===== src/rtl/ov_write.sv =====
// OV7670 frame capture controller: drives AL422B FIFO wen/wrst from camera VSYNC and handshakes with the reader.
// Optional macro OV_WRITE_LINE_CHECK_EN adds a per-frame HREF line counter that drives frame_error.
module ov_write #(
  parameter int WRST_CYCLES = 16,
  parameter int FRAME_LINES = 240
) (
  input  logic clk_24MHz,
  input  logic rst_n,
  input  logic initialized,
  input  logic vsync,
  input  logic href,
  input  logic frame_read,
  output logic wen,
  output logic wrst,
  output logic new_frame,
  output logic frame_error
);

  localparam int CW = (WRST_CYCLES > 1) ? $clog2(WRST_CYCLES) : 1;

  localparam logic [2:0] S_IDLE     = 3'd0;
  localparam logic [2:0] S_WAIT_VS  = 3'd1;
  localparam logic [2:0] S_WRST     = 3'd2;
  localparam logic [2:0] S_WAIT_ACT = 3'd3;
  localparam logic [2:0] S_CAPTURE  = 3'd4;
  localparam logic [2:0] S_DONE     = 3'd5;
  localparam logic [2:0] S_ACK      = 3'd6;
  localparam logic [2:0] S_READING  = 3'd7;

  logic [2:0]    r_state;
  logic [CW-1:0] r_wrst_cnt;
  logic          r_wen;
  logic          r_wrst;
  logic          r_new_frame;
  logic          r_vs_s1;
  logic          r_vs_s2;
  logic          r_vs_d;
  logic          w_vs_rise;
  logic          w_vs_fall;
  logic          w_abort;

  // Two-flop synchronizer plus one history flop so edges are seen on clean copies only.
  always_ff @(posedge clk_24MHz or negedge rst_n) begin
    if (!rst_n) begin
      r_vs_s1 <= 1'b0;
      r_vs_s2 <= 1'b0;
      r_vs_d  <= 1'b0;
    end else begin
      r_vs_s1 <= vsync;
      r_vs_s2 <= r_vs_s1;
      r_vs_d  <= r_vs_s2;
    end
  end

  assign w_vs_rise = r_vs_s2 & ~r_vs_d;
  assign w_vs_fall = ~r_vs_s2 & r_vs_d;

  // Losing camera init aborts everything except a frame the reader already owns.
  assign w_abort = ~initialized && (r_state != S_ACK) && (r_state != S_READING);

  always_ff @(posedge clk_24MHz or negedge rst_n) begin
    if (!rst_n) begin
      r_state     <= S_IDLE;
      r_wrst_cnt  <= '0;
      r_wen       <= 1'b0;
      r_wrst      <= 1'b1;
      r_new_frame <= 1'b0;
    end else if (w_abort) begin
      r_state <= S_IDLE;
      r_wen   <= 1'b0;
      r_wrst  <= 1'b1;
    end else begin
      case (r_state)
        S_IDLE: begin
          if (frame_read) r_state <= S_WAIT_VS;
        end
        S_WAIT_VS: begin
          if (w_vs_rise) begin
            r_state    <= S_WRST;
            r_wrst     <= 1'b0;
            r_wrst_cnt <= '0;
          end
        end
        S_WRST: begin
          if (r_wrst_cnt == CW'(WRST_CYCLES - 1)) begin
            r_wrst  <= 1'b1;
            r_state <= S_WAIT_ACT;
          end else begin
            r_wrst_cnt <= r_wrst_cnt + 1'b1;
          end
        end
        S_WAIT_ACT: begin
          if (w_vs_fall) begin
            r_state <= S_CAPTURE;
            r_wen   <= 1'b1;
          end
        end
        S_CAPTURE: begin
          if (w_vs_rise) begin
            r_state <= S_DONE;
            r_wen   <= 1'b0;
          end
        end
        S_DONE: begin
          r_new_frame <= 1'b1;
          r_state     <= S_ACK;
        end
        S_ACK: begin
          if (!frame_read) begin
            r_new_frame <= 1'b0;
            r_state     <= S_READING;
          end
        end
        S_READING: begin
          r_wen  <= 1'b0;
          r_wrst <= 1'b1;
          if (frame_read) r_state <= S_IDLE;
        end
        default: r_state <= S_IDLE;
      endcase
    end
  end

  // The output gate keeps the FIFO write port shut whenever the reader owns the buffer.
  assign wen       = r_wen & frame_read & ~r_new_frame;
  assign wrst      = r_wrst;
  assign new_frame = r_new_frame;

`ifdef OV_WRITE_LINE_CHECK_EN
  logic       r_hs_s1;
  logic       r_hs_s2;
  logic       r_hs_d;
  logic [8:0] r_line_cnt;
  logic       r_frame_error;
  logic       w_hs_rise;
  logic       w_enter_capture;
  logic       w_frame_done;

  assign w_hs_rise       = r_hs_s2 & ~r_hs_d;
  assign w_enter_capture = initialized && (r_state == S_WAIT_ACT) && w_vs_fall;
  assign w_frame_done    = initialized && (r_state == S_DONE);

  always_ff @(posedge clk_24MHz or negedge rst_n) begin
    if (!rst_n) begin
      r_hs_s1       <= 1'b0;
      r_hs_s2       <= 1'b0;
      r_hs_d        <= 1'b0;
      r_line_cnt    <= 9'd0;
      r_frame_error <= 1'b0;
    end else begin
      r_hs_s1 <= href;
      r_hs_s2 <= r_hs_s1;
      r_hs_d  <= r_hs_s2;
      if (w_enter_capture) begin
        r_line_cnt <= 9'd0;
      end else if ((r_state == S_CAPTURE) && w_hs_rise && (r_line_cnt != 9'd511)) begin
        r_line_cnt <= r_line_cnt + 9'd1;
      end
      if (w_frame_done) r_frame_error <= (r_line_cnt != 9'(FRAME_LINES));
    end
  end

  assign frame_error = r_frame_error;
`else
  logic w_unused_cfg;
  assign w_unused_cfg = href | (FRAME_LINES < 0);
  assign frame_error  = 1'b0;
`endif

endmodule


===== config.mk =====
export PLATFORM = sky130hd
export DESIGN_NAME = ov_write
export DESIGN_NICKNAME = d
export VERILOG_FILES = /design/src/rtl/ov_write.sv
export SDC_FILE = /design/constraint.sdc
export NUM_CORES = 1
export LEC_CHECK = 0
export ABC_AREA = 0
export CAP_MARGIN = 20
export CORE_UTILIZATION = 55
export CTS_BUF_LIST = sky130_fd_sc_hd__clkbuf_2 sky130_fd_sc_hd__clkbuf_4 sky130_fd_sc_hd__clkbuf_8
export CTS_CLUSTER_SIZE = 24
export DETAILED_ROUTE_END_ITERATION = 16
export HOLD_SLACK_MARGIN = 0.02
export PLACE_DENSITY_LB_ADDON = 0.2
export REMOVE_ABC_BUFFERS = 1
export SLEW_MARGIN = 20
export SYNTH_ARGS = -nofsm -noshare
export SYNTH_HDL_FRONTEND = slang
export SYNTH_SLANG_ARGS = --single-unit

===== constraint.sdc =====
create_clock -name clk_24MHz -period 2 [get_ports clk_24MHz]
set_clock_uncertainty 0.2 [all_clocks]
set_input_delay 0.2 -clock clk_24MHz [delete_from_list [all_inputs] [get_ports clk_24MHz]]
set_output_delay 0.2 -clock clk_24MHz [all_outputs]
set_load 0.005 [all_outputs]

==> impl_metrics.tcl, run 1 <==
set metrics [dict create \
    outcome "finished, final reports clean" \
    power_switching_uw 175 \
    layout-drive-gt1-share_pct 12.6 \
    antenna_found_initial 0 \
    grt_max_degree 14 \
    dpl_worst_slack_ps 183 \
    setup_viol 0 \
    synth_top_area_share_pct 39.2 \
    cts_hold_buf 0 \
    grt-ovfl-total 0 \
    synth_async_sr_flop_share_pct 100 \
    place_congestion 0.791 \
    p_clk_share_pct 27.6 \
    clockRootBuffer "clkbuf_4" \
    clock-sinks 13 \
    netSwitchingFraction_pct 29.0 \
    power_frac_seq_pct 54.3 \
    ant_nets 0 \
    period_share_pct 90.4 \
    cp-end-kind "primary output" \
    cts_buffers 3 \
    drv_slew 0 \
    htree_levels 1 \
    setup_ws_ps 192 \
    clk_latency_ps 280 \
    rsz0062_at_grt "false" \
    cts_tree "done" \
    cts_setup_buffers 0 \
    internal-power_uw 428 \
    yosysMostFrequentCell "dfrtp_1" \
    period_needed_ps 1810 \
    clockBufferDepth 2 \
    ir_drop_mv 0.558 \
    power_leakage_uw 0.000348 \
    std_cell_rows 13 \
    startpoint_type "input port" \
    power_density_nw_per_um2 693 \
    path_clk_slew_ps 80 \
    crit_path_max_fanout 5 \
    synth.top_cells.by_area "dfrtp_1 (39%), o21ai_0 (3.9%), dfstp_2 (3.4%)" \
    ys_ff_latch 13 \
    synthesis.yosys.warnings 0 \
    diodes 0 \
    remaining_drc_errors 0 \
    grt_pass1_vias 593 \
    avgViaCountPerCell 6.15 \
    yosys-top-cells-count "dfrtp_1 (12), nand2_1 (7), nor2_1 (6), o21ai_0 (6)" \
    slew_headroom_pct 61.0 \
    drt_first_pass_iters 4 \
    io_buffers 7 \
    routed-via-count 677 \
    finalSetupTns_ps 0 \
    core_um2 1300 \
    fill_cells 107 \
    synth_cell_types 38 \
    grt_pass1_wl_um 2420 \
    wl_per_cell_um 13.7 \
    ctsResizeCount 0 \
    dp_hpwl_um 1110 \
    start_util_pct 58.8 \
    netlist_area_um2 766 \
    critPathKind "input port to primary output" \
    die_h_um 39.3 \
    critical_path_required_ps 1600 \
    fin_nets 103 \
    die_w_um 39.3 \
    grt_usage_pct 23.4 \
    routed_wl_um 1510 \
    syn_inst 85 \
    crit_arrival_ps 1410 \
    hold_class "input port to asynchronous set/reset pin" \
    syn_avg_cell_area_um2 9.01 \
    drt-initial-drc-count 21 \
    hold_violations 0 \
    report.power.total_uw 603 \
    ys_seq_area_share_pct 42.6 \
    maxCapViolations 0 \
    synthFlopType "dfrtp_1" \
    worstMarginPinSlew_ps 584 \
    fmax_ghz 0.553 \
    ios 10 \
    die-area_um2 1550 \
    synth_edf_count 0 \
    combPwrFrac_pct 18.1 \
    synth_top_cell_by_area "dfrtp_1" \
    syn2layout_area_growth_pct 13.7 \
]
-- layout by cell type, fill, tap and decap left out, types with 2 or more instances in the layout --
master | netlist | layout
dfrtp_1 | 12 | 12
nand2_1 | 7 | 7
clkdlybuf4s50_1 | 0 | 7
nor2_1 | 6 | 6
o21ai_0 | 6 | 6
nand3_1 | 5 | 5
inv_1 | 5 | 5
nand2b_1 | 4 | 4
a21oi_1 | 4 | 4
nor2b_1 | 3 | 3
o2bb2ai_1 | 3 | 3
clkbuf_4 | 0 | 3
buf_4 | 1 | 3
nor3_1 | 2 | 2
-- area by class of cell --
type	instances	area, um2	area share, %
clock inverter	1	5.00	0.575
clock buffer	3	22.5	2.59
timing repair buffer	10	92.6	10.6
tap	15	18.8	2.16
multi-input combinational	62	383	44.0
inverter	6	22.5	2.59
sequential	13	327	37.5
-- critical path, stage by stage --
cell	delay, ps
clkdlybuf4s50_1	550
nand2_1	70
nor2_1	90
clkdlybuf4s50_1	500
-- routing by layer --
metal / GRT usage (%) / share of wire (%) / up-vias / wire length (um)
li1: - / - / 330 / -
met1: 27.8 / 46 / 327 / 699
met2: 39.6 / 49 / 16 / 736
met3: 6.25 / 3.6 / 4 / 54
met4: 9.48 / 1.1 / 0 / 16
met5: 0 / 0 / - / 0
-- flip-flops by register name, summed over array words and instances (netlist names) --
| name | flops |
|---|---|
| r_vs_d | 1 |
| r_state | 3 |
| r_vs_s1 | 1 |
| r_vs_s2 | 1 |
| wrst | 1 |
| r_wen | 1 |
| r_wrst_cnt | 4 |
| new_frame | 1 |
-- stage by stage --
step / hold WS [ps] / cells / utilization (%) / area [um2]
after floorplan: -296 / 81 / - / 732
after global placement: 134 / 106 / 64.8 / 843
after detailed placement: 140 / 106 / 64.8 / 843
after CTS: 102 / 110 / 66.9 / 871
after global routing: 124 / 110 / 66.9 / 871
final: 86.5 / 110 / 66.9 / 871
-- final timing paths --
kind	start	end	slack, ps	cells after the start
min in group clk_24MHz	vsync	r_vs_s1	150	1
hold / removal	rst_n	r_state[2]	90	1
hold reg to reg	r_vs_s1	r_vs_s2	160	0
setup reg to reg	r_state[1]	r_wrst_cnt[3]	260	4
max in group asynchronous	rst_n	r_wrst_cnt[0]	1130	1
setup / recovery	frame_read	wen	190	4
-- power groups by stage --
stage          logic (uW)  clock network [uW]  registers (uW)
3_3_place_gp          105                   0             331
3_5_place_dp          109                   0             332
6_report              109                 166             327
2_1_floorplan        65.1                   0             327
5_1_grt               123                 182             332
4_1_cts               110                 169             326
-- kinds of logic (layout without fill, tap and decap cells) --
kind of cell	after synthesis	after routing	share of synthesized area, %
compound gates	25	25	22.2
fa+ha+maj	1	1	1.63
buf+inv	10	20	7.35
flops	13	13	42.6
mux	1	1	1.47
other cells	1	1	0.490
simple gates	34	34	24.2
(Power assumes the default switching activity.)
==> inputs of run 2 (changes only) <==
REMOVE_ABC_BUFFERS = unset   (was 1)
==> run 2 against run 1 <==
  * Clock power grew 6%
  * Global-route usage grew 2.0 points
  * Hold slack lost 8.7 ps
  * Total power grew 1.6%
  * Final cell count shrank 0.91%
  * Critical endpoint unchanged
  * Largest power group unchanged
==> impl_metrics.tcl, run 2 (synthesis results as in run 1) <==
set metrics [dict create \
    r2r-start "r_state[1]" \
    grt_pass1_wl_um 2570 \
    grt_pass1_vias 580 \
    remaining_drc_errors 0 \
    cts_tree "done" \
    drt_first_pass_iters 5 \
    period_share_pct 90.3 \
    max_stage_delay_ps 550 \
    core_um2 1300 \
    routed-via-count 659 \
    startpoint_type "input port" \
    grt_max_degree 14 \
    setup_ws_ps 195 \
    dp_hpwl_um 1130 \
    regMostFlops "r_wrst_cnt" \
    ios 10 \
    cts_hold_buf 0 \
    critical_path_required_ps 1600 \
    crit_chain "clkdlybuf4s50_1 > nand2_1 > nor2_1 > clkdlybuf4s50_1" \
    layout-drive-gt1-share_pct 11.7 \
    wl_per_cell_um 14.6 \
    routed_wl_um 1590 \
    clockRootBuffer "clkbuf_4" \
    crit_path_end "wen" \
    clock-sinks 13 \
    fin_nets 102 \
    ant_nets 0 \
    htree_levels 1 \
    ctsResizeCount 0 \
    path_clk_slew_ps 80 \
    synth_fp_nets 92 \
    io_buffers 7 \
    grt_usage_pct 25.4 \
    maxCapViolations 0 \
    finalSetupTns_ps 0 \
    layout.cells.non_filler 109 \
    crit_path_max_fanout 5 \
    critPathKind "input port to primary output" \
    syn2layout_area_growth_pct 13.1 \
    drt-initial-drc-count 26 \
    final_common_cell "dfrtp_1" \
    drv_slew 0 \
    power_leakage_uw 0.000344 \
    place_congestion 0.875 \
    period_needed_ps 1810 \
    avgViaCountPerCell 6.05 \
    power_density_nw_per_um2 708 \
    grt-ovfl-total 0 \
    slew_headroom_pct 62.8 \
    hold_class "input port to asynchronous set/reset pin" \
    outcome "finished, final reports clean" \
    r2r_setup_slack_ps 270 \
    largest_reg_flops 4 \
    die-area_um2 1550 \
    place_area_um2 836 \
    ff2ff_path_depth 4 \
    hold_violations 0 \
    crit_start "frame_read" \
    worstMarginPinSlew_ps 557 \
    place_inst 105 \
    ir_drop_mv 0.411 \
    clockBufferDepth 2 \
    setup_viol 0 \
    fmax_ghz 0.554 \
    diodes 0 \
    die_h_um 39.3 \
    cpMostUsedCell "clkdlybuf4s50_1" \
    cts_buffers 3 \
    final_cell_area_um2 866 \
    reg2reg_to "r_wrst_cnt[3]" \
    antenna_found_initial 0 \
    die_w_um 39.3 \
    cp-end-kind "primary output" \
    clk_latency_ps 270 \
    rsz0062_at_grt "false" \
    final_cell_mix "dfrtp_1 (12), nand2_1 (7), clkdlybuf4s50_1 (7)" \
    start_util_pct 58.8 \
    crit_arrival_ps 1410 \
    cts_setup_buffers 0 \
    slowest_stage "clkdlybuf4s50_1" \
    std_cell_rows 13 \
    dpl_worst_slack_ps 162 \
    top_regs "r_wrst_cnt x4, r_state x3" \
]
run 2: worst max-delay path: cells and delay by family:
family,cells,cell delay [ps]
and+or+nand+nor,2,150
buffers and inverters,2,1050
run 2: power by group:
group / switching [uW] / leakage, uW / total [uW] / internal, uW
registers: 28.6 / 0.000162 / 326 / 298
clock network: 85.3 / 0.0000184 / 176 / 90.9
logic: 54.3 / 0.000163 / 110 / 55.8
total: 168 / 0.000344 / 613 / 444
run 2: stage by stage:
step	util (%)	hold slack, ps	power [uW]
floorplan	-	-296	396
global placement	64.2	144	434
detailed placement	64.2	136	441
CTS	66.5	111	618
global route	66.5	141	648
finish	66.5	77.8	613
run 2: layout make-up:
cell class | count | area [um2]
Fill cell | 106 | 435
Multi-Input combinational cell | 62 | 383
Sequential cell | 13 | 327
Timing Repair Buffer | 9 | 85.1
Clock buffer | 4 | 30.0
Inverter | 6 | 22.5
Tap cell | 15 | 18.8
run 2: worst min-delay path by stage:
| stage | slack (ps) | end | cells after the start | start |
|---|---|---|---|---|
| 2_1_floorplan | -300 | new_frame | 0 | rst_n |
| 3_3_place_gp | 140 | r_vs_s2 | 0 | r_vs_s1 |
| 3_5_place_dp | 140 | r_vs_s2 | 0 | r_vs_s1 |
| 4_1_cts | 110 | r_state[0] | 1 | rst_n |
| 5_1_grt | 140 | r_state[0] | 1 | rst_n |
| 6_report | 80 | r_state[0] | 1 | rst_n |
run 2: per-layer routing:
metal  vias up  track usage [%]  part of all wire, %
met2        23             37.5                   46
met3         4             5.11                  6.1
met1       311             35.3                   46
met4         0             12.1                  1.2
met5         -                0                    0
li1        321                -                    -
==> inputs of run 3 (changes only) <==
SKIP_CTS_REPAIR_TIMING = 1   (was unset)
==> results of run 3 <==
Same layout as run 2: the final DEF is identical, and so are final timing and power.
==> patch: new RTL, flow settings as in run 1 <==
Build with the macro `OV_WRITE_LINE_CHECK_EN` defined.
--- a/src/rtl/ov_write.sv
+++ b/src/rtl/ov_write.sv
@@ -1,4 +1,6 @@
 // OV7670 frame capture controller: drives AL422B FIFO wen/wrst from camera VSYNC and handshakes with the reader.
 // Optional macro OV_WRITE_LINE_CHECK_EN adds a per-frame HREF line counter that drives frame_error.
+`define OV_WRITE_LINE_CHECK_EN
+
 module ov_write #(
   parameter int WRST_CYCLES = 16,
Formal check against the unedited RTL: no difference found for any inputs over 10 cycles, from zero or initial values and one cycle with rst_n low; that may be too few to reach the edited logic, so the function may still have changed.
==> patch against run 1 <==
The flow now finishes with violations (setup timing); combinational power rose to 8.0 times the old value; core utilization rose by 8.6 points; area after synthesis is 80% higher; sequential cell count up 13; routed wire length increased by 95%; sequential share of layout area grew 0.16 points; worst setup slack worse by 0.27 ns; cell area rose by 99%; power grew to 3.4 times the old value; critical path type is now register to register; largest cell class unchanged; highest routed layer unchanged.
==> patch: results (changes against run 1) <==
Worst slew margin 74.8% (+14 points); clock latency on the worst-skew pair 0.33 ns (+0.05 ns); Tot GR Track Use 25.3% (+1.9 points); clock-pin slew on the worst setup and hold paths 0.14 ns (+0.06 ns); number of non-clock buffers 29 (+19); Seq area share 37.7% (+0.16 points); clk sink count 26 (+13); multi-input gate count 102 (+65%); most used flip-flop cell after synthesis dfrtp_1; GR Util met1 33.5% (+5.7 points); Synth area leaders dfrtp_1 (45%), nor2_1 (4.1%), ha_1 (3.6%), nand2_1 (2.7%), nand3_1 (2.5%); Synth Area in Adders 3.62% (+2.0 points); drt first-iter violations 41 (+95%); largest net degree at the start of global routing 27 (+13); buffer share of cell area 14.2% (+3.6 points); die outline area 2720 um2 (+76%); DP Area 1610 um2 (+91%); Port Buf Inserts 9 (+2); Global Route met3 Usage 3.80% (-2.4 points); Leakage 0.786 nW (+130%); post-synthesis compound-gate area fraction 12.8% (-9.5 points); largest registers r_line_cnt: 9 flops, r_wrst_cnt: 4 flops, r_state: 3 flops; Worst R2R Path Depth 9 (+5); peak supply drop 0.825 mV (+48%); # nets final 178 (+73%); Worst EP arrival 2.15 ns (+0.74 ns); Fill cells 153 (+43%); global-route wire length before repair 4870 um (+100%); Vias 1125 (+66%); status finished, violations left; failing checks setup timing; share of layout cells above drive strength 1 26.9% (+14 points); post-DP HPWL 2010 um (+81%); CP startpoint r_line_cnt[0]$_DFFE_PN0P_; final wirelength 2940 um (+95%); Final setup viols 4 (+4); register area share after synthesis 47.2% (+4.5 points); critical path capture point type register; area of the multi-input gates 724 um2 (+89%); XOR/XNOR Fraction of Synth Area 5.07% (+5.1 points); Diodes inserted 0 (unchanged); post-synthesis mux area share 2.17% (+0.70 points); Setup WS post-layout -0.0769 ns (-0.269 ns); hold crit path type primary input to register; r2r endpoint r_line_cnt[5]$_DFFE_PN0P_; Switching Power 732 uW (+320%); GR Util met2 40.0% (+0.37 points); Routability Congestion 0.909 (+15%); CP max FO 3 (-2); multi-input combinational area share 41.8% (-2.2 points); post-synth cell types 39 (+2.6%); top post-synthesis cells by count dfrtp_1 (25), nor2_1 (15), nand2_1 (10), nand3_1 (7), a21oi_1 (6)
==> patch: cell count changes in the layout (fill, tap and decap cells not counted), sizes merged, moves of 4 or more <==
cell,change
xor2,+4
nor2,+9
dfrtp,+13
xnor2,+4
nand4,+4
a21o,+4
buf,+16
and3,+4
nand2,+5
==> patch: worst min path at each step <==
stage | startpoint | endpoint | slack [ns]
2_1_floorplan | rst_n | frame_error$_DFFE_PN0P_ | -0.30
6_report | href | r_hs_s1$_DFF_PN0_ | 0.08
3_5_place_dp | r_vs_s1$_DFF_PN0_ | r_vs_s2$_DFF_PN0_ | 0.14
3_3_place_gp | r_vs_s1$_DFF_PN0_ | r_vs_s2$_DFF_PN0_ | 0.14
5_1_grt | vsync | r_vs_s1$_DFF_PN0_ | 0.07
4_1_cts | href | r_hs_s1$_DFF_PN0_ | 0.07
==> patch: metal layers <==
| metal | part of all wire (%) | routed length (um) |
|---|---|---|
| met5 | 0 | 0 |
| met4 | 2.1 | 61 |
| met3 | 4.0 | 118 |
| met2 | 49 | 1430 |
| met1 | 45 | 1330 |
==> patch: what timing repair did <==
| item | CTS | global route |
|---|---|---|
| pin swaps | 9 | 11 |
| resized for setup | 9 | 3 |
| hold endpoints to repair | 25 | 0 |
| hold buffers | 1 | 0 |
| cloned | 0 | 0 |
| buffers inserted | 0 | 2 |
| setup endpoints to repair | 8 | 12 |
==> patch: per-stage QoR <==
step / std cells / TNS, ns / worst slack (ns)
final: 195 / -0.248 / -0.0769
after global routing: 195 / -0.848 / -0.166
after CTS: 193 / -0.289 / -0.131
after detailed placement: 188 / -0.505 / -0.193
after global placement: 188 / -0.0915 / -0.0460
after floorplan: 134 / -0.208 / -0.0771
==> patch: power by group through the flow <==
| stage | Combinational, mW | Clock [mW] | Sequential (mW) |
|---|---|---|---|
| global placement | 0.739 | 0 | 0.790 |
| floorplan | 0.428 | 0 | 0.801 |
| CTS | 0.833 | 0.380 | 0.794 |
| detailed placement | 0.774 | 0 | 0.797 |
| global route | 0.964 | 0.399 | 0.815 |
| finish | 0.877 | 0.369 | 0.804 |
==> patch: critical path, cell delays in order, from the launching register on <==
cell	delay (ns)
dfrtp_1	0.43
ha_2	0.20
nand3_2	0.07
nor2_2	0.04
ha_2	0.18
nor4b_4	0.27
and4_4	0.29
nand3_2	0.07
xor2_1	0.15
nor2_1	0.11
==> patch: logic make-up after synthesis <==
| family | Yosys count |
|---|---|
| AO/OA/AOI/OAI | 26 |
| XOR/XNOR | 8 |
| adder cells (fa/ha/maj) | 4 |
| buffers and inverters | 10 |
| flip-flops | 26 |
| multiplexers | 3 |
| AND/OR/NAND/NOR | 61 |
